$ cat config.mk
export PLATFORM = sky130hd
export DESIGN_NAME = neuron_mac
export DESIGN_NICKNAME = d
export VERILOG_FILES = /design/src/rtl/neuron_mac.sv
export SDC_FILE = /design/constraint.sdc
export NUM_CORES = 1
export LEC_CHECK = 0
export ABC_AREA = 1
export CAP_MARGIN = 20
export CORE_ASPECT_RATIO = 0.75
export CORE_MARGIN = 2
export CORE_UTILIZATION = 50
export CTS_BUF_LIST = sky130_fd_sc_hd__clkbuf_8 sky130_fd_sc_hd__clkbuf_16
export DETAILED_ROUTE_END_ITERATION = 10
export PLACE_DENSITY = 0.69
export RECOVER_POWER = 100
export SLEW_MARGIN = 10
export SYNTH_ARGS = -nofsm -noshare
export SYNTH_HDL_FRONTEND = slang
export SYNTH_SLANG_ARGS = --single-unit
$ cat constraint.sdc
create_clock -name clk -period 9.3 [get_ports clk]
set_input_delay 1.86 -clock clk [delete_from_list [all_inputs] [get_ports clk]]
set_output_delay 1.86 -clock clk [all_outputs]
set_load 0.005 [all_outputs]
$ cat src/rtl/neuron_mac.sv
// ============================================================================
// Module   : neuron_mac
// Purpose  : Sequential Q8.8 multiply-accumulate neuron with bias, saturation
//            and optional ReLU (enable with `define NEURON_RELU_EN).
// Revision : 1.0 - initial release
// ============================================================================
`default_nettype none

module neuron_mac #(
    parameter int N_IN   = 3,
    parameter int DATA_W = 16,
    parameter int FRAC   = 8
) (
    input  logic                     clk,
    input  logic                     reset,
    input  logic                     ready,
    input  logic signed [DATA_W-1:0] x,
    input  logic signed [DATA_W-1:0] w,
    input  logic signed [DATA_W-1:0] bias,
    output logic        [1:0]        sel,
    output logic        [DATA_W-1:0] y,
    output logic                     done,
    output logic                     busy,
    output logic                     overrun
);

    localparam int AW = 2*DATA_W + 2;
    localparam logic [1:0] c_N_IN = 2'(N_IN);
    localparam logic signed [AW-1:0] c_MAX = {{(AW-DATA_W+1){1'b0}}, {(DATA_W-1){1'b1}}};
    localparam logic signed [AW-1:0] c_MIN = {{(AW-DATA_W+1){1'b1}}, {(DATA_W-1){1'b0}}};

    typedef enum logic [1:0] {
        S_IDLE = 2'd0,
        S_MAC  = 2'd1,
        S_ACT  = 2'd2,
        S_OUT  = 2'd3
    } state_t;

    state_t                     r_state;
    logic        [1:0]          r_cnt;
    logic signed [AW-1:0]       r_acc;
    logic signed [DATA_W-1:0]   r_bias;
    logic        [DATA_W-1:0]   r_y;
    logic                       r_overrun;

    logic signed [2*DATA_W-1:0] w_prod;
    logic signed [AW-1:0]       w_prod_ext;
    logic signed [AW-1:0]       w_bias_ext;
    logic signed [AW-1:0]       w_sum_full;
    logic signed [AW-1:0]       w_sum;
    logic signed [DATA_W-1:0]   w_sat;
    logic        [DATA_W-1:0]   w_act;

    assign w_prod     = x * w;
    assign w_prod_ext = {{2{w_prod[2*DATA_W-1]}}, w_prod};
    // Bias is aligned to the Q16.16 product scale before the common shift.
    assign w_bias_ext = {{(AW-DATA_W-FRAC){r_bias[DATA_W-1]}}, r_bias, {FRAC{1'b0}}};
    assign w_sum_full = r_acc + w_bias_ext;
    assign w_sum      = w_sum_full >>> FRAC;

    always_comb begin
        w_sat = w_sum[DATA_W-1:0];
        if (w_sum > c_MAX) begin
            w_sat = c_MAX[DATA_W-1:0];
        end else if (w_sum < c_MIN) begin
            w_sat = c_MIN[DATA_W-1:0];
        end
    end

`ifdef NEURON_RELU_EN
    assign w_act = w_sat[DATA_W-1] ? '0 : w_sat;
`else
    assign w_act = w_sat;
`endif

    assign sel     = (r_state == S_MAC) ? r_cnt : 2'd0;
    assign busy    = (r_state != S_IDLE);
    assign done    = (r_state == S_OUT);
    assign y       = r_y;
    assign overrun = r_overrun;

    always_ff @(posedge clk) begin
        if (!reset) begin
            r_state   <= S_IDLE;
            r_cnt     <= 2'd0;
            r_acc     <= '0;
            r_bias    <= '0;
            r_y       <= '0;
            r_overrun <= 1'b0;
        end else begin
            if (ready && (r_state != S_IDLE)) begin
                r_overrun <= 1'b1;
            end
            case (r_state)
                S_IDLE: begin
                    r_acc <= '0;
                    if (ready) begin
                        r_bias  <= bias;
                        r_cnt   <= 2'd1;
                        r_state <= S_MAC;
                    end
                end
                S_MAC: begin
                    r_acc <= r_acc + w_prod_ext;
                    if (r_cnt == c_N_IN) begin
                        r_state <= S_ACT;
                    end else begin
                        r_cnt <= r_cnt + 2'd1;
                    end
                end
                S_ACT: begin
                    r_y     <= w_act;
                    r_state <= S_OUT;
                end
                S_OUT: begin
                    r_acc   <= '0;
                    r_cnt   <= 2'd0;
                    r_state <= S_IDLE;
                end
                default: r_state <= S_IDLE;
            endcase
        end
    end

endmodule

`default_nettype wire

==> results of run 1 <==
per-stage QoR:
stage	util [%]	instance area, um^2
detailed placement	53.79	17420
floorplan	-	16400
global route	54.79	17740
CTS	54.74	17720
global placement	53.79	17420
finish	54.79	17740
sequential cells by signal, indices dropped and copies added (netlist names):
name     count
overrun      1
r_bias      16
r_cnt        2
y           16
r_state      2
r_acc       34
metal layers:
metal	up-vias	part of all wire, %	track usage (%)
met5	-	0	0
met4	0	1.7	4.798
met3	54	6.6	4.458
met2	392	46	41.56
met1	6540	46	36.24
li1	6505	-	-
cell families after synthesis:
| family | share of synthesized area (%) |
|---|---|
| buf+inv | 16.05 |
| compound gates | 5.621 |
| xor+xnor | 1.442 |
| flops | 8.664 |
| simple gates | 20.74 |
| fa+ha+maj | 47.49 |
worst max path at each step:
| stage | endpoint |
|---|---|
| detailed placement | r_acc[29] |
| floorplan | r_acc[32] |
| CTS | r_acc[29] |
| global route | r_acc[29] |
| finish | r_acc[29] |
| global placement | r_acc[29] |
tightest hold or removal path, delay by kind of cell (launching register included):
kind | cells | cell delay, ns
simple gates | 1 | 0.06
flops | 1 | 0.31
compound gates | 1 | 0.05
synthesized netlist by cell type (2+ instances only):
master	count
a21o_1	4
ha_1	133
nor2_2	6
a21boi_0	12
o21ai_0	54
o21a_1	3
xnor2_1	13
and2_1	2
o221ai_1	2
xor2_1	14
or2_2	15
nand4_1	16
nand2_2	5
fa_1	306
nand3b_1	3
nor3_1	5
buf_6	2
dfxtp_1	71
nand2_1	572
a21oi_1	83
o21bai_1	4
nand3_1	65
nand3_2	4
nor2_1	142
a211oi_1	2
inv_1	613
clkbuf_1	79
area by class of cell:
cell class	count	area [um^2]	area share, %
clock inverter	4	53.80	0.3033
multi-input combinational	1472	12350	69.64
sequential	71	1421	8.012
timing repair buffer	82	800.8	4.514
inverter	614	2305	12.99
tap	442	553.0	3.118
clock buffer	11	252.7	1.425
==> results.json, run 1 <==
{
  "grt_setup_unrepaired": "false",
  "cp_top_family": "adder cells",
  "skew_ns": 0.01051,
  "regToRegSetupSlack_ns": 4.13,
  "antennaDiodeCount": 0,
  "cp-start-kind": "input port",
  "cts_root_buf": "clkbuf_16",
  "end_kind": "register",
  "drive_gt1_share_pct": 2.662,
  "yosysWarnings": 0,
  "io_pins": 72,
  "slew_headroom_pct": -17.48,
  "crit_cells": 21,
  "critPathLaunch": "w[1]",
  "crit_top_cell": "fa_1",
  "first_iter_violations": 891,
  "cts_made_buffers": 9,
  "ys_ff_latch": 71,
  "worst_pin_slew_ns": 1.760,
  "postCtsHoldBufs": 0,
  "dr.pass1.iters": 5,
  "finalSetupViolations": 0,
  "dp_worst_setup_slack_ns": 0.7184,
  "vias": 13491,
  "grt_max_degree": 54,
  "clockBufferDepth": 2,
  "place.gp.congestion": 0.9592,
  "grt_overflow": 0,
  "design.core.area_um2": 32380,
  "std_cell_rows": 57,
  "die_width_um": 213.2,
  "synth_edf_count": 0,
  "cp.arrival_ns": 8.63,
  "cts.sinks": 71,
  "crit_buf_inv": 5,
  "required_ns": 9.44,
  "fmax_mhz": 117.8,
  "wl_um": 40530,
  "critPathMaxStageDelay_ns": 0.94,
  "final_common_cell": "inv_1",
  "cts_resized": 0,
  "final.min_clock_period_ns": 8.491,
  "grt_pass1_wl_um": 69120,
  "track_usage_pct": 25.58,
  "dp_hpwl_um": 34830,
  "crit_chain": "dlygate4sd3_1 > nand2_1 > inv_1 > fa_1 > fa_1 > fa_1 > fa_1 > fa_1 > inv_1 > fa_1 > inv_1 > ha_1 > nand2_1 > nor2_1 > inv_1 > nor3_1 > nand4_1 > nand2_1 > nand2_1 > nand3_1 > a21oi_1",
  "synth_area_leaders": "fa_1 37%, inv_1 14%, nand2_1 13%, ha_1 10%, dfxtp_1 8.7%",
  "synth_cells": 2240,
  "fin_nets": 2740,
  "ff2ff_path_depth": 16,
  "wire_per_inst_um": 15.03,
  "drv_cap": 1,
  "clkTransAtPathRegs_ns": 0.06,
  "fill_cells": 3136,
  "hold_depth": 2,
  "ctsHtreeMaxLevel": 3,
  "antenna_found_initial": 1,
  "min_from": "y[15]",
  "cts_setup_buffers": 0,
  "status": "finished with violations",
  "drc": 0,
  "slew_viol_final": 54,
  "setup-tns-final_ns": 0,
  "path_max_fanout": 16,
  "dpl.cell_count": 2680,
  "vias_per_cell": 5.004,
  "synth_fp_nets": 2730,
  "cts_tree": "built",
  "timing.final.ws_setup_ns": 0.8086,
  "grt_pass1_vias": 14048,
  "final_cells": 2696,
  "portBuffers": 71,
  "cp_slowest_cell": "dlygate4sd3_1",
  "synth_flop_cell": "dfxtp_1",
  "whs_ns": 0.4725,
  "ant_nets": 0,
  "initial_core_util_pct": 50.66,
  "synthArstFlopShare_pct": 0,
  "synthesis.area_um2": 16400,
  "hold_end": "y[15]",
  "layout_common_cells": "614 x inv_1, 572 x nand2_1, 306 x fa_1",
  "clk_latency_ns": 0.34,
  "fp.dieH_um": 160.9,
  "hold_class": "register to register",
  "synth.distinct_cells": 37,
  "synth_top_area_cell": "fa_1",
  "die_area_um2": 34290,
  "ys_seq_area_share_pct": 8.664,
  "path_class": "input port to register",
  "reg2reg_from": "r_acc[9]",
  "rr_endpoint": "r_acc[30]",
  "violations": "capacitance limit, slew limit",
  "fin_crit_sh_pct": 91.31,
  "syn_to_final_growth_pct": 8.138,
  "hold_violations": 0,
  "syn_avg_cell_area_um2": 7.323,
  "yosysTopAreaCellShare_pct": 37.34
}
Power of run 1 is left out: the tool's default activity adds up to more than one toggle a clock period on the data nets, which glitch-free logic cannot reach.
==> run 2: changes to the inputs <==
Settings changed: CORE_UTILIZATION 50 to 27, PLACE_DENSITY 0.69 to 0.43.
==> run 2 against run 1 <==
The run still ends with capacitance limit, slew limit left. First-iteration DRC count decreased by 25%. Register-to-register slack got worse by 0.17 ns. Final cell count increased by 14%. Routed wire length increased by 13%. Worst setup slack got worse by 0.24 ns. Die area increased by 83%. Critical path type unchanged. Clock skew decreased by 0.00070 ns. Fmax decreased by 2.8%.
==> results.json, run 2 (synthesized netlist as in run 1, its figures left out) <==
{
  "fin_crit_sh_pct": 93.91,
  "dp_hpwl_um": 40560,
  "antennaDiodeCount": 0,
  "hold_depth": 2,
  "cp.arrival_ns": 8.89,
  "regToRegSetupSlack_ns": 3.96,
  "slew_viol_final": 38,
  "finalSetupViolations": 0,
  "cts_made_buffers": 9,
  "portBuffers": 71,
  "cp_top_family": "adder cells",
  "final_cells": 3074,
  "ff2ff_path_depth": 16,
  "syn_to_final_growth_pct": 11.49,
  "setup-tns-final_ns": 0,
  "worst_pin_slew_ns": 1.909,
  "crit_cells": 21,
  "dp_worst_setup_slack_ns": 0.4389,
  "skew_ns": 0.009810,
  "wl_um": 45970,
  "largest-register": "r_acc",
  "timing.final.ws_setup_ns": 0.5661,
  "clkTransAtPathRegs_ns": 0.06,
  "largest_reg_flops": 34,
  "crit_chain": "dlygate4sd3_1 > nand2_1 > fa_1 > inv_1 > fa_1 > fa_1 > fa_1 > fa_1 > inv_1 > fa_1 > inv_1 > ha_1 > nand2_1 > nor2_1 > inv_1 > nor3_1 > nand4_1 > nand2_1 > nand2_1 > nand3_1 > a21oi_1",
  "path_max_fanout": 16,
  "crit_buf_inv": 5,
  "drv_cap": 1,
  "grt_max_degree": 54,
  "utilization_pct": 30.33,
  "wire_per_inst_um": 14.95,
  "crit_top_cell": "fa_1",
  "hold_class": "register to register",
  "ctsHtreeMaxLevel": 3,
  "cp_slowest_cell": "dlygate4sd3_1",
  "fp.dieH_um": 217.5,
  "std_cell_rows": 78,
  "first_iter_violations": 671,
  "die_width_um": 288.6,
  "dr.pass1.iters": 5,
  "postCtsHoldBufs": 0,
  "drive_gt1_share_pct": 3.430,
  "grt_overflow": 0,
  "fmax_mhz": 114.5,
  "die_area_um2": 62760,
  "status": "finished with violations",
  "track_usage_pct": 15.72,
  "clk_latency_ns": 0.36,
  "multi_input_area_um2": 12350,
  "initial_core_util_pct": 27.20,
  "hold_end": "r_acc[0]",
  "violations": "capacitance limit, slew limit",
  "vias": 13310,
  "drc": 0,
  "ant_nets": 0,
  "cts_setup_buffers": 0,
  "slew_headroom_pct": -27.27,
  "seq_area_um2": 1421,
  "end_kind": "register",
  "final_common_cell": "inv_1",
  "path_class": "input port to register",
  "cp-start-kind": "input port",
  "required_ns": 9.46,
  "design.core.area_um2": 60310,
  "cts_resized": 0,
  "rr_endpoint": "r_acc[30]",
  "min_from": "r_acc[0]",
  "grt_pass1_vias": 14126,
  "grt_setup_unrepaired": "false",
  "critPathMaxStageDelay_ns": 1.08,
  "io_pins": 72,
  "reg2reg_from": "r_acc[9]",
  "final.min_clock_period_ns": 8.734,
  "dpl.cell_count": 3057,
  "fill_cells": 6656,
  "vias_per_cell": 4.330,
  "cts_tree": "built",
  "grt_pass1_wl_um": 77240,
  "cts.sinks": 71,
  "layout_common_cells": "614 x inv_1, 572 x nand2_1, 306 x fa_1",
  "fin_nets": 2759,
  "clockBufferDepth": 2,
  "cts_root_buf": "clkbuf_16",
  "antenna_found_initial": 0,
  "place.gp.congestion": 0.8784,
  "hold_violations": 0
}
[run 2: cell types whose count changed in the layout (fill, tap and decap cells not counted)]
cell	delta
clkbuf_1	+2
clkinv_2	+2
clkdlybuf4s50_1	+3
dlygate4sd3_1	-3
bufinv_16	-1
clkbuf_8	-1
buf_8	-1
inv_6	+1
buf_4	+18
[run 2: area by class of cell]
class                      instances  share of cell area, %
clock buffer                      10                  1.307
clock inverter                     6                 0.2326
inverter                         614                  12.60
multi-input combinational       1472                  67.54
sequential                        71                  7.771
tap                              800                  5.473
timing repair buffer             101                  5.076
[run 2: through the flow]
step	hold WS (ns)	instance area, um^2
6_report	0.4616	18290
5_1_grt	0.4842	18290
3_5_place_dp	0.4568	18010
2_1_floorplan	0.4406	16400
3_3_place_gp	0.4510	18010
4_1_cts	0.4678	18290
[run 2: tightest hold or removal path: stages (launching register included)]
cell and delay, ns:
dfxtp_1 0.31, nand2_1 0.05, a21oi_1 0.05
[run 2: worst max path at each step]
stage	slack [ns]	start	to
final	0.57	w[5]	r_acc[29]
after global routing	0.19	w[5]	r_acc[32]
after CTS	0.80	w[5]	r_acc[32]
after detailed placement	0.44	w[5]	r_acc[32]
after global placement	0.44	w[4]	r_acc[29]
after floorplan	2.06	w[6]	r_acc[32]
[run 2: metal layers]
metal	part of all wire (%)	track usage [%]	up-vias
li1	-	-	6542
met1	50	23.10	6534
met2	45	25.16	213
met3	4.1	2.301	21
met4	0.68	1.632	0
met5	0	0	-
Power of run 2 is left out for the same reason.
